<file path="src/rtl/mux2_rr_arbiter_pkg.sv">
// Shared constants for the round-robin operand arbiter in front of the mux2_4 data path.
package mux2_rr_arbiter_pkg;

    localparam int WIDTH_DEF = 4;
    localparam int CNT_W_DEF = 8;

    localparam logic CH0 = 1'b0;
    localparam logic CH1 = 1'b1;

    typedef enum logic {
        ST_EMPTY = 1'b0,
        ST_FULL  = 1'b1
    } out_state_t;

endpackage

</file>
<file path="src/rtl/mux2_4.sv">
// 4-bit 2:1 operand mux: S=0 selects in0, S=1 selects in1.
module mux2_4 (
    output logic [3:0] res,
    input  logic [3:0] in0,
    input  logic [3:0] in1,
    input  logic       S
);

    assign res = S ? in1 : in0;

endmodule

</file>
<file path="src/rtl/mux2_rr_arbiter.sv">
// Round-robin arbiter over two valid/ready channels driving mux2_4 slices into a
// one-deep registered output stage, with saturating per-channel grant counters.
module mux2_rr_arbiter
    import mux2_rr_arbiter_pkg::*;
#(
    parameter int WIDTH = WIDTH_DEF,   // must be a multiple of 4
    parameter int CNT_W = CNT_W_DEF
) (
    input  logic             clk,
    input  logic             rst,
    input  logic             in0_valid,
    input  logic [WIDTH-1:0] in0_data,
    output logic             in0_ready,
    input  logic             in1_valid,
    input  logic [WIDTH-1:0] in1_data,
    output logic             in1_ready,
    output logic             sel,
    output logic             out_valid,
    output logic [WIDTH-1:0] out_data,
    output logic             out_src,
    input  logic             out_ready,
    output logic [CNT_W-1:0] gnt_cnt0,
    output logic [CNT_W-1:0] gnt_cnt1
);

    localparam int                 SLICES  = WIDTH / 4;
    localparam logic [CNT_W-1:0]   CNT_ONE = {{(CNT_W-1){1'b0}}, 1'b1};
    localparam logic [CNT_W-1:0]   CNT_MAX = {CNT_W{1'b1}};

    out_state_t       state_reg;
    logic [WIDTH-1:0] out_data_reg;
    logic             out_src_reg;
    logic             last_gnt_reg;
    logic [CNT_W-1:0] gnt_cnt0_reg;
    logic [CNT_W-1:0] gnt_cnt1_reg;

    logic [WIDTH-1:0] mux_res;
    logic             sel_next;
    logic             can_load;
    logic             accept;

    // Contention goes to the channel that did not win last; idle holds the previous grant.
    always_comb begin
        sel_next = last_gnt_reg;
        case ({in1_valid, in0_valid})
            2'b01:   sel_next = CH0;
            2'b10:   sel_next = CH1;
            2'b11:   sel_next = ~last_gnt_reg;
            default: sel_next = last_gnt_reg;
        endcase
    end

    assign sel       = sel_next;
    assign can_load  = (state_reg == ST_EMPTY) | out_ready;
    assign in0_ready = ~rst & can_load & in0_valid & (sel_next == CH0);
    assign in1_ready = ~rst & can_load & in1_valid & (sel_next == CH1);
    assign accept    = in0_ready | in1_ready;

    generate
        for (genvar gi = 0; gi < SLICES; gi++) begin : g_slice
            mux2_4 u_mux (
                .res (mux_res[gi*4 +: 4]),
                .in0 (in0_data[gi*4 +: 4]),
                .in1 (in1_data[gi*4 +: 4]),
                .S   (sel_next)
            );
        end
    endgenerate

    always_ff @(posedge clk) begin
        if (rst) begin
            state_reg    <= ST_EMPTY;
            out_data_reg <= '0;
            out_src_reg  <= CH0;
            last_gnt_reg <= CH1;
            gnt_cnt0_reg <= '0;
            gnt_cnt1_reg <= '0;
        end else if (accept) begin
            // Covers both a load into an empty slot and a simultaneous drain+load.
            state_reg    <= ST_FULL;
            out_data_reg <= mux_res;
            out_src_reg  <= sel_next;
            last_gnt_reg <= sel_next;
            if (sel_next == CH0) begin
                if (gnt_cnt0_reg != CNT_MAX) gnt_cnt0_reg <= gnt_cnt0_reg + CNT_ONE;
            end else begin
                if (gnt_cnt1_reg != CNT_MAX) gnt_cnt1_reg <= gnt_cnt1_reg + CNT_ONE;
            end
        end else if (state_reg == ST_FULL && out_ready) begin
            state_reg <= ST_EMPTY;
        end
    end

    assign out_valid = (state_reg == ST_FULL);
    assign out_data  = out_data_reg;
    assign out_src   = out_src_reg;
    assign gnt_cnt0  = gnt_cnt0_reg;
    assign gnt_cnt1  = gnt_cnt1_reg;

endmodule

</file>
<file path="config.mk">
export PLATFORM = sky130hd
export DESIGN_NAME = mux2_rr_arbiter
export DESIGN_NICKNAME = d
export VERILOG_FILES = /design/src/rtl/mux2_rr_arbiter_pkg.sv /design/src/rtl/mux2_4.sv /design/src/rtl/mux2_rr_arbiter.sv
export SDC_FILE = /design/constraint.sdc
export NUM_CORES = 1
export LEC_CHECK = 0
export BUFFER_PORTS_ARGS = -buffer_cell sky130_fd_sc_hd__buf_2
export CAP_MARGIN = 0
export CORE_MARGIN = 1.5
export CORE_UTILIZATION = 32
export CTS_CLUSTER_SIZE = 30
export DETAILED_ROUTE_END_ITERATION = 8
export PLACE_DENSITY_LB_ADDON = 0.05
export REMOVE_ABC_BUFFERS = 1
export SYNTH_ARGS = -nofsm -noshare
export SYNTH_HDL_FRONTEND = slang
export SYNTH_HIERARCHICAL = 1
export SYNTH_SLANG_ARGS = --single-unit
</file>
<file path="constraint.sdc">
create_clock -name clk -period 1.3 [get_ports clk]
set_input_delay 0.195 -clock clk [delete_from_list [all_inputs] [get_ports clk]]
set_output_delay 0.195 -clock clk [all_outputs]
set_load 0.03 [all_outputs]
</file>
==> key figures, run 1 <==
Run status
  – Status: finished, violations left
  – Failing checks: negative setup slack

Placement
  – Placed cell count: 237
  – Gpl congestion: 0.844
  – Pre-CTS setup slack: -164 ps
  – Port bufs: 37
  – Post-DP HPWL: 2420 um

Critical path
  – R2R depth: 7
  – Worst setup SP type: flop
  – Worst path bufs/invs: 2
  – CP top delay family: flip-flops
  – CP Cell Sequence: a21bo_4 -> nor3_4 -> buf_6 -> buf_6
  – CP Capture Type: output pin
  – Critical-path maximum fanout: 4
  – RR Endpoint: gnt_cnt1[2]
  – Crit path largest cell delay: 390 ps
  – Worst path arrival time: 1360 ps
  – WP data required: 1110 ps
  – CP max stage cell: dfxtp_4
  – Beginning of the worst register-to-register path: last_gnt_reg
  – Crit path kind: reg2out
  – R2r setup slk: -240 ps
  – Critical path's most frequent cell: buf_6

Synthesis
  – Unique masters post-synth: 45
  – Post-synthesis mux area share: 9.63%
  – Register area share after synthesis: 40.3%
  – Yosys Warn Count: 6
  – Cells after Synth: 122
  – Simple-Gate Fraction of Synth Area: 25.2%
  – Seq cells post-synth: 23
  – Leading area contributor after synthesis: dfxtp_1
  – Compound-Gate Fraction of Synth Area: 18.9%
  – Post-Syn Area: 1140 um^2
  – Syn_area_per_cell: 9.37 um^2
  – Synth top cells by count: dfxtp_1, a21oi_1, nor2_1
  – Main area contributors after synthesis: dfxtp_1, a21oi_1, mux2i_1, mux2_2, and3_1
  – Largest family of logic cells by synthesized area: simple AND/OR/NAND/NOR gates
  – Synth Area in Adders: 2.19%
  – Post-synth EDFFs: 0
  – Asr flop ratio synth: 0%
  – Top-count cell post-synth: dfxtp_1
  – Synth top area share: 40.3%
  – XOR/XNOR Fraction of Synth Area: 0%
  – Ys flop type: dfxtp_1

CTS
  – Clock root cell: clkbuf_4
  – Num CTS Buffers: 3
  – Clock Path Buffers: 2
  – Clk sink count: 23
  – TritonCTS clock tree: done
  – H-tree depth: 1
  – Cts hold-fix bufs: 0
  – Worst-path clk slew: 150 ps
  – Latest clock arrival within the worst-skew pair: 320 ps

Power
  – Pwr Total: 1.47 mW
  – Power share of the clock group: 24.1%
  – Cell Pwr Density: 716 nW/um^2
  – Leakage power: 0.953 nW
  – Psw: 0.436 mW
  – Peak VDD IR: 418 uV
  – Flop pwr share: 51.1%
  – Net Sw Frac: 29.8%
  – Combinational share of power: 24.8%
  – Pint: 1.03 mW

Global route
  – Global-route wire length before repair: 5610 um
  – Gr usage total: 17.9%
  – Layer with the highest usage: met2
  – Met1 usage: 21.7%
  – Initial antenna violation count: 0
  – Vias in the first global route: 1248
  – Met3 usage: 2.16%
  – Grt met2 use: 32.7%
  – Global route overflow: 0
  – Largest net degree at the start of global routing: 13

Finish
  – Number of fill cells in the layout: 283
  – Util after Layout: 60.5%
  – Share of layout cells above drive strength 1: 65.2%
  – Nets: 226
  – Final instance count without filler cells: 256
  – Area growth syn-to-layout: 79.2%
  – Antenna Cells: 0

Floorplanning
  – IO Pins: 38
  – Horiz. Die Dim: 62.8 um
  – Row count: 21
  – Core footprint: 3390 um^2
  – Initial cell density of the core: 33.7%
  – Die Y: 62.8 um
  – Die Area: 3940 um^2

STA
  – Hold Worst Slack: 219 ps
  – Final setup fails: 23
  – Post-layout minimum cycle time: 1550 ps
  – Final WS setup: -254 ps
  – Final-report max-slew violation count: 0
  – Crit share post-route: 120%
  – RSZ-0062 raised after global routing: yes
  – Final Skew: 15.9 ps
  – Actual slew at the worst max-slew pin: 244 ps
  – Final hold violation count: 0
  – FMAX: 644 MHz
  – Worst slew margin: 83.7%

Route
  – Final wirelength: 3630 um
  – Initial DRC Count: 34
  – Drt first pass iters: 4
  – Via count: 1281
  – Routed WL per cell: 14.2 um
  – Vias per inst: 5.00
  – DRC Markers: 0
  – Routed Antenna Nets: 0

Min path
  – WHS Endpoint: out_data[0]
  – Worst Hold Launch: in1_data[0]
  – Worst Hold Class: in2reg
  – Hold depth: 4

Job
  – Max Cap Viol: 0
[through the flow]
step	cell area (um^2)	setup TNS (ps)
floorplan	1120	-5740
global placement	1630	-1120
finish	2050	-2810
global route	2050	-4450
CTS	1850	-2350
detailed placement	1630	-1740
[worst register-to-register path, delay by kind of cell, from the launching register on]
family / cells / cell delay [ps]
AOI/OAI and AO/OA: 2 / 440
and+or+nand+nor: 2 / 230
DFF: 1 / 390
buffers and inverters: 3 / 380
[power groups by stage]
stage                     logic (mW)  clock network (mW)  registers [mW]
final                          0.364               0.354           0.749
after global routing           0.388               0.389           0.752
after CTS                      0.329               0.359           0.749
after detailed placement       0.281                   0           0.760
after global placement         0.276                   0           0.758
after floorplan                0.106                   0           0.803
[layout by cell type, fill, tap and decap left out, drive strengths merged, types with 4 or more instances in the layout]
cell type and n:
a21oi 11, and3 7, buf 88, clkbuf 4
dfxtp 23, inv 5, mux2 5, mux2i 5
nand2 4, nand3 6, nor2 10, nor3 5
o21ai 4
[how the worst max path moves through the flow]
stage	from	to	slack (ps)	cells after the start
after floorplan	last_gnt_reg	out_data[0]	-460	5
after global placement	in0_valid	gnt_cnt1[4]	-90	5
after detailed placement	last_gnt_reg	out_data[1]	-160	7
after CTS	last_gnt_reg	in1_ready	-260	4
after global routing	last_gnt_reg	in1_ready	-290	4
final	last_gnt_reg	in1_ready	-250	4
[area by class of cell]
type / count / area, um^2 / share of cell area [%]
clock buffer: 4 / 26.3 / 1.28
timing repair buffer: 88 / 643 / 31.4
multi-input combinational: 90 / 833 / 40.7
sequential: 23 / 470 / 23.0
inverter: 5 / 18.8 / 0.916
tap: 46 / 57.6 / 2.81
[per-layer routing]
layer / vias up / wire length, um / share of wire [%]
met4: 0 / 50 / 1.4
met3: 4 / 98 / 2.7
li1: 639 / - / -
met5: - / 0 / 0
met1: 613 / 1600 / 44
met2: 25 / 1880 / 52
[kinds of logic (layout without fill, tap and decap cells)]
logic type,count (synthesis),in the layout
adder cells (fa/ha/maj),2,2
multiplexers,10,10
AO/OA/AOI/OAI,31,31
AND/OR/NAND/NOR,47,47
buffers and inverters,9,97
flip-flops,23,23
[timing repair]
| item | CTS | global route |
|---|---|---|
| endpoints found under the setup margin | 25 | 25 |
| resized for setup | 36 | 36 |
| pin swaps | 19 | 16 |
| setup buffers | 8 | 7 |
Note: power is estimated with default switching activity, not from simulation.
==> run 2, diff against run 1 <==
Settings changed: ABC_AREA set to 1.
==> key figures, run 2 <==
Global route
  – Largest net degree at the start of global routing: 14 (+1)
  – Gr usage total: 16.0% (-1.9 points)
  – Global-route wire length before repair: 5460 um (-2.7%)
  – Vias in the first global route: 1251 (+0.24%)
  – Initial antenna violation count: 0 (unchanged)
  – Global route overflow: 0 (unchanged)

Floorplanning
  – Horiz. Die Dim: 66.4 um (+5.8%)
  – Initial cell density of the core: 34.1% (+0.37 points)
  – Core footprint: 3770 um^2 (+11%)
  – Row count: 22 (+4.8%)
  – IO Pins: 38 (unchanged)
  – Die Area: 4410 um^2 (+12%)
  – Die Y: 66.4 um (+5.8%)

Critical path
  – R2R depth: 7 (unchanged)
  – CP max stage cell: dfxtp_4
  – R2r setup slk: 60 ps (+300 ps)
  – Crit path largest cell delay: 390 ps (about the same)
  – RR Endpoint: gnt_cnt1[2]
  – WP data required: 1110 ps (about the same)
  – Critical path endpoint: in0_ready
  – CP Cell Sequence: inv_1 -> nand2_2 -> inv_2 -> nor2_4 -> buf_6
  – Worst setup SP type: flop
  – CP Capture Type: output pin
  – Crit path kind: reg2out
  – Beginning of the worst register-to-register path: last_gnt_reg
  – Critical-path maximum fanout: 3 (-1)
  – CP startpoint: last_gnt_reg
  – Worst path arrival time: 1090 ps (-270 ps)

Route
  – Initial DRC Count: 117 (+240%)
  – Drt first pass iters: 4 (unchanged)
  – Routed Antenna Nets: 0 (unchanged)
  – DRC Markers: 0 (unchanged)
  – Vias per inst: 4.55 (-9.1%)
  – Routed WL per cell: 10.9 um (-23%)
  – Via count: 1383 (+8.0%)
  – Final wirelength: 3300 um (-8.9%)

STA
  – Post-layout minimum cycle time: 1280 ps (-273 ps)
  – FMAX: 781 MHz (+21%)
  – Crit share post-route: 98.5% (-21 points)
  – RSZ-0062 raised after global routing: yes
  – Final Skew: 4.57 ps (-11.4 ps)
  – Final WS setup: 19.6 ps (+273 ps)
  – Worst slew margin: 80.1% (-3.6 points)
  – Final hold violation count: 0 (unchanged)
  – Final-report max-slew violation count: 0 (unchanged)
  – Actual slew at the worst max-slew pin: 297 ps (+53.3 ps)
  – Final setup fails: 0 (-100%)
  – Final setup TNS: 0 ps (+2810 ps)

Min path
  – Hold depth: 5 (+1)
  – Worst Hold Class: in2reg

Power
  – Peak VDD IR: 420 uV (+0.49%)
  – Leakage power: 0.941 nW (-1.3%)
  – Cell Pwr Density: 823 nW/um^2 (+15%)

CTS
  – Worst-path clk slew: 90 ps (-60 ps)
  – Clk sink count: 23 (unchanged)
  – Clock Path Buffers: 2 (unchanged)
  – H-tree depth: 1 (unchanged)
  – TritonCTS clock tree: done
  – Num CTS Buffers: 3 (unchanged)
  – Latest clock arrival within the worst-skew pair: 260 ps (-60 ps)
  – Clock root cell: clkbuf_8
  – Cts hold-fix bufs: 0 (unchanged)

Synthesis
  – Synth top area share: 35.8% (-4.5 points)
  – Seq cells post-synth: 23 (unchanged)
  – Asr flop ratio synth: 0% (unchanged)
  – Ys flop type: dfxtp_1
  – Unique masters post-synth: 23 (-49%)
  – Leading area contributor after synthesis: dfxtp_1
  – Post-synth EDFFs: 0 (unchanged)
  – Syn_area_per_cell: 6.56 um^2 (-30%)
  – Main area contributors after synthesis: dfxtp_1, nand2_1, nor2_1, inv_1, a21oi_1
  – Post-Syn Area: 1290 um^2 (+12%)
  – Top-count cell post-synth: nand2_1
  – Yosys Warn Count: 6 (unchanged)
  – Register area share after synthesis: 35.8% (-4.5 points)
  – Synth top cells by count: nand2_1, dfxtp_1, nor2_1
  – Cells after Synth: 196 (+61%)

Finish
  – Nets: 272 (+20%)
  – Area growth syn-to-layout: 46.2%
  – Antenna Cells: 0 (unchanged)
  – Commonest cells after routing, fill and taps aside: nand2_1, buf_2, nor2_1, buf_4, inv_1
  – Share of layout cells above drive strength 1: 39.1% (-26 points)
  – Commonest non-fill, non-tap cell in the layout: nand2_1

Placement
  – Post-DP HPWL: 2350 um (-2.8%)
  – Gpl congestion: 0.772 (-8.6%)
  – Pre-CTS setup slack: -11.9 ps (+152 ps)
  – Port bufs: 37 (unchanged)

Run status
  – Status: completed

Job
  – Max Cap Viol: 0 (unchanged)
run 2: changes by cell type after synthesis, sizes merged, moves of 3 or more:
cell   change
mux2       -5
inv       +17
a21oi      +3
nor2      +16
nor3       -3
o21ai      +5
nand2     +66
nand3      +8
mux2i      -5
and3       -7
run 2: power by group:
group	switching, mW	internal (mW)	total, mW
sequential	0.0221	0.734	0.756
clock	0.237	0.219	0.456
combinational	0.204	0.132	0.336
total	0.463	1.08	1.55
run 2: routing by layer:
metal  global-route usage [%]  up-vias  part of all wire (%)  wire length, um
met5                        0        -                     0                0
met4                     6.12        0                  0.70               23
met3                     2.21        2                   3.2              105
met2                     25.6       21                    47             1540
met1                     21.6      609                    49             1630
li1                         -      751                     -                -
run 2: final cells by class:
cell class | count | area, um^2
sequential | 23 | 473
multi-input combinational | 149 | 855
tap | 48 | 60.1
clock buffer | 4 | 45.0
fill | 375 | 1890
inverter | 22 | 82.6
timing repair buffer | 58 | 365
run 2: worst min path at each step:
stage,start,end,slack (ps)
floorplan,rst,gnt_cnt0[2],260
global placement,out_src,out_src,450
detailed placement,out_src,out_src,460
CTS,in1_data[3],out_data[3],240
global route,in1_data[3],out_data[3],260
finish,in0_data[2],out_data[2],240
run 2: critical path, delay by kind of cell (launching register included):
kind / cells / cell delay [ps]
buffers and inverters: 3 / 250
flip-flops: 1 / 390
AND/OR/NAND/NOR: 2 / 180
run 2: kinds of logic (layout without fill, tap and decap cells):
logic type / after synthesis / count (layout) / share of synthesized area [%]
xor gates and xnor gates: 2 / 2 / 1.36
AOI/OAI and AO/OA: 24 / 24 / 9.53
buffers and inverters: 25 / 84 / 7.98
adders and majority gates: 2 / 2 / 1.95
DFF: 23 / 23 / 35.8
and+or+nand+nor: 120 / 121 / 43.4
run 2: stage by stage:
stage / power [mW] / std cells / hold slack (ps) / cell area (um^2) / utilization (%)
after floorplan: 0.935 / 193 / 264 / 1270 / -
after global placement: 1.04 / 294 / 454 / 1630 / 43.3
after detailed placement: 1.04 / 294 / 455 / 1630 / 43.3
after CTS: 1.52 / 301 / 239 / 1730 / 45.8
after global routing: 1.64 / 304 / 258 / 1880 / 49.9
final: 1.55 / 304 / 242 / 1880 / 49.9
run 2: repair_timing:
action | 4_1_cts | 5_1_grt
setup buffers | 2 | 4
pin swaps | 4 | 8
gates resized for setup | 10 | 37
endpoints found under the setup margin | 16 | 19
cloned | 1 | 0
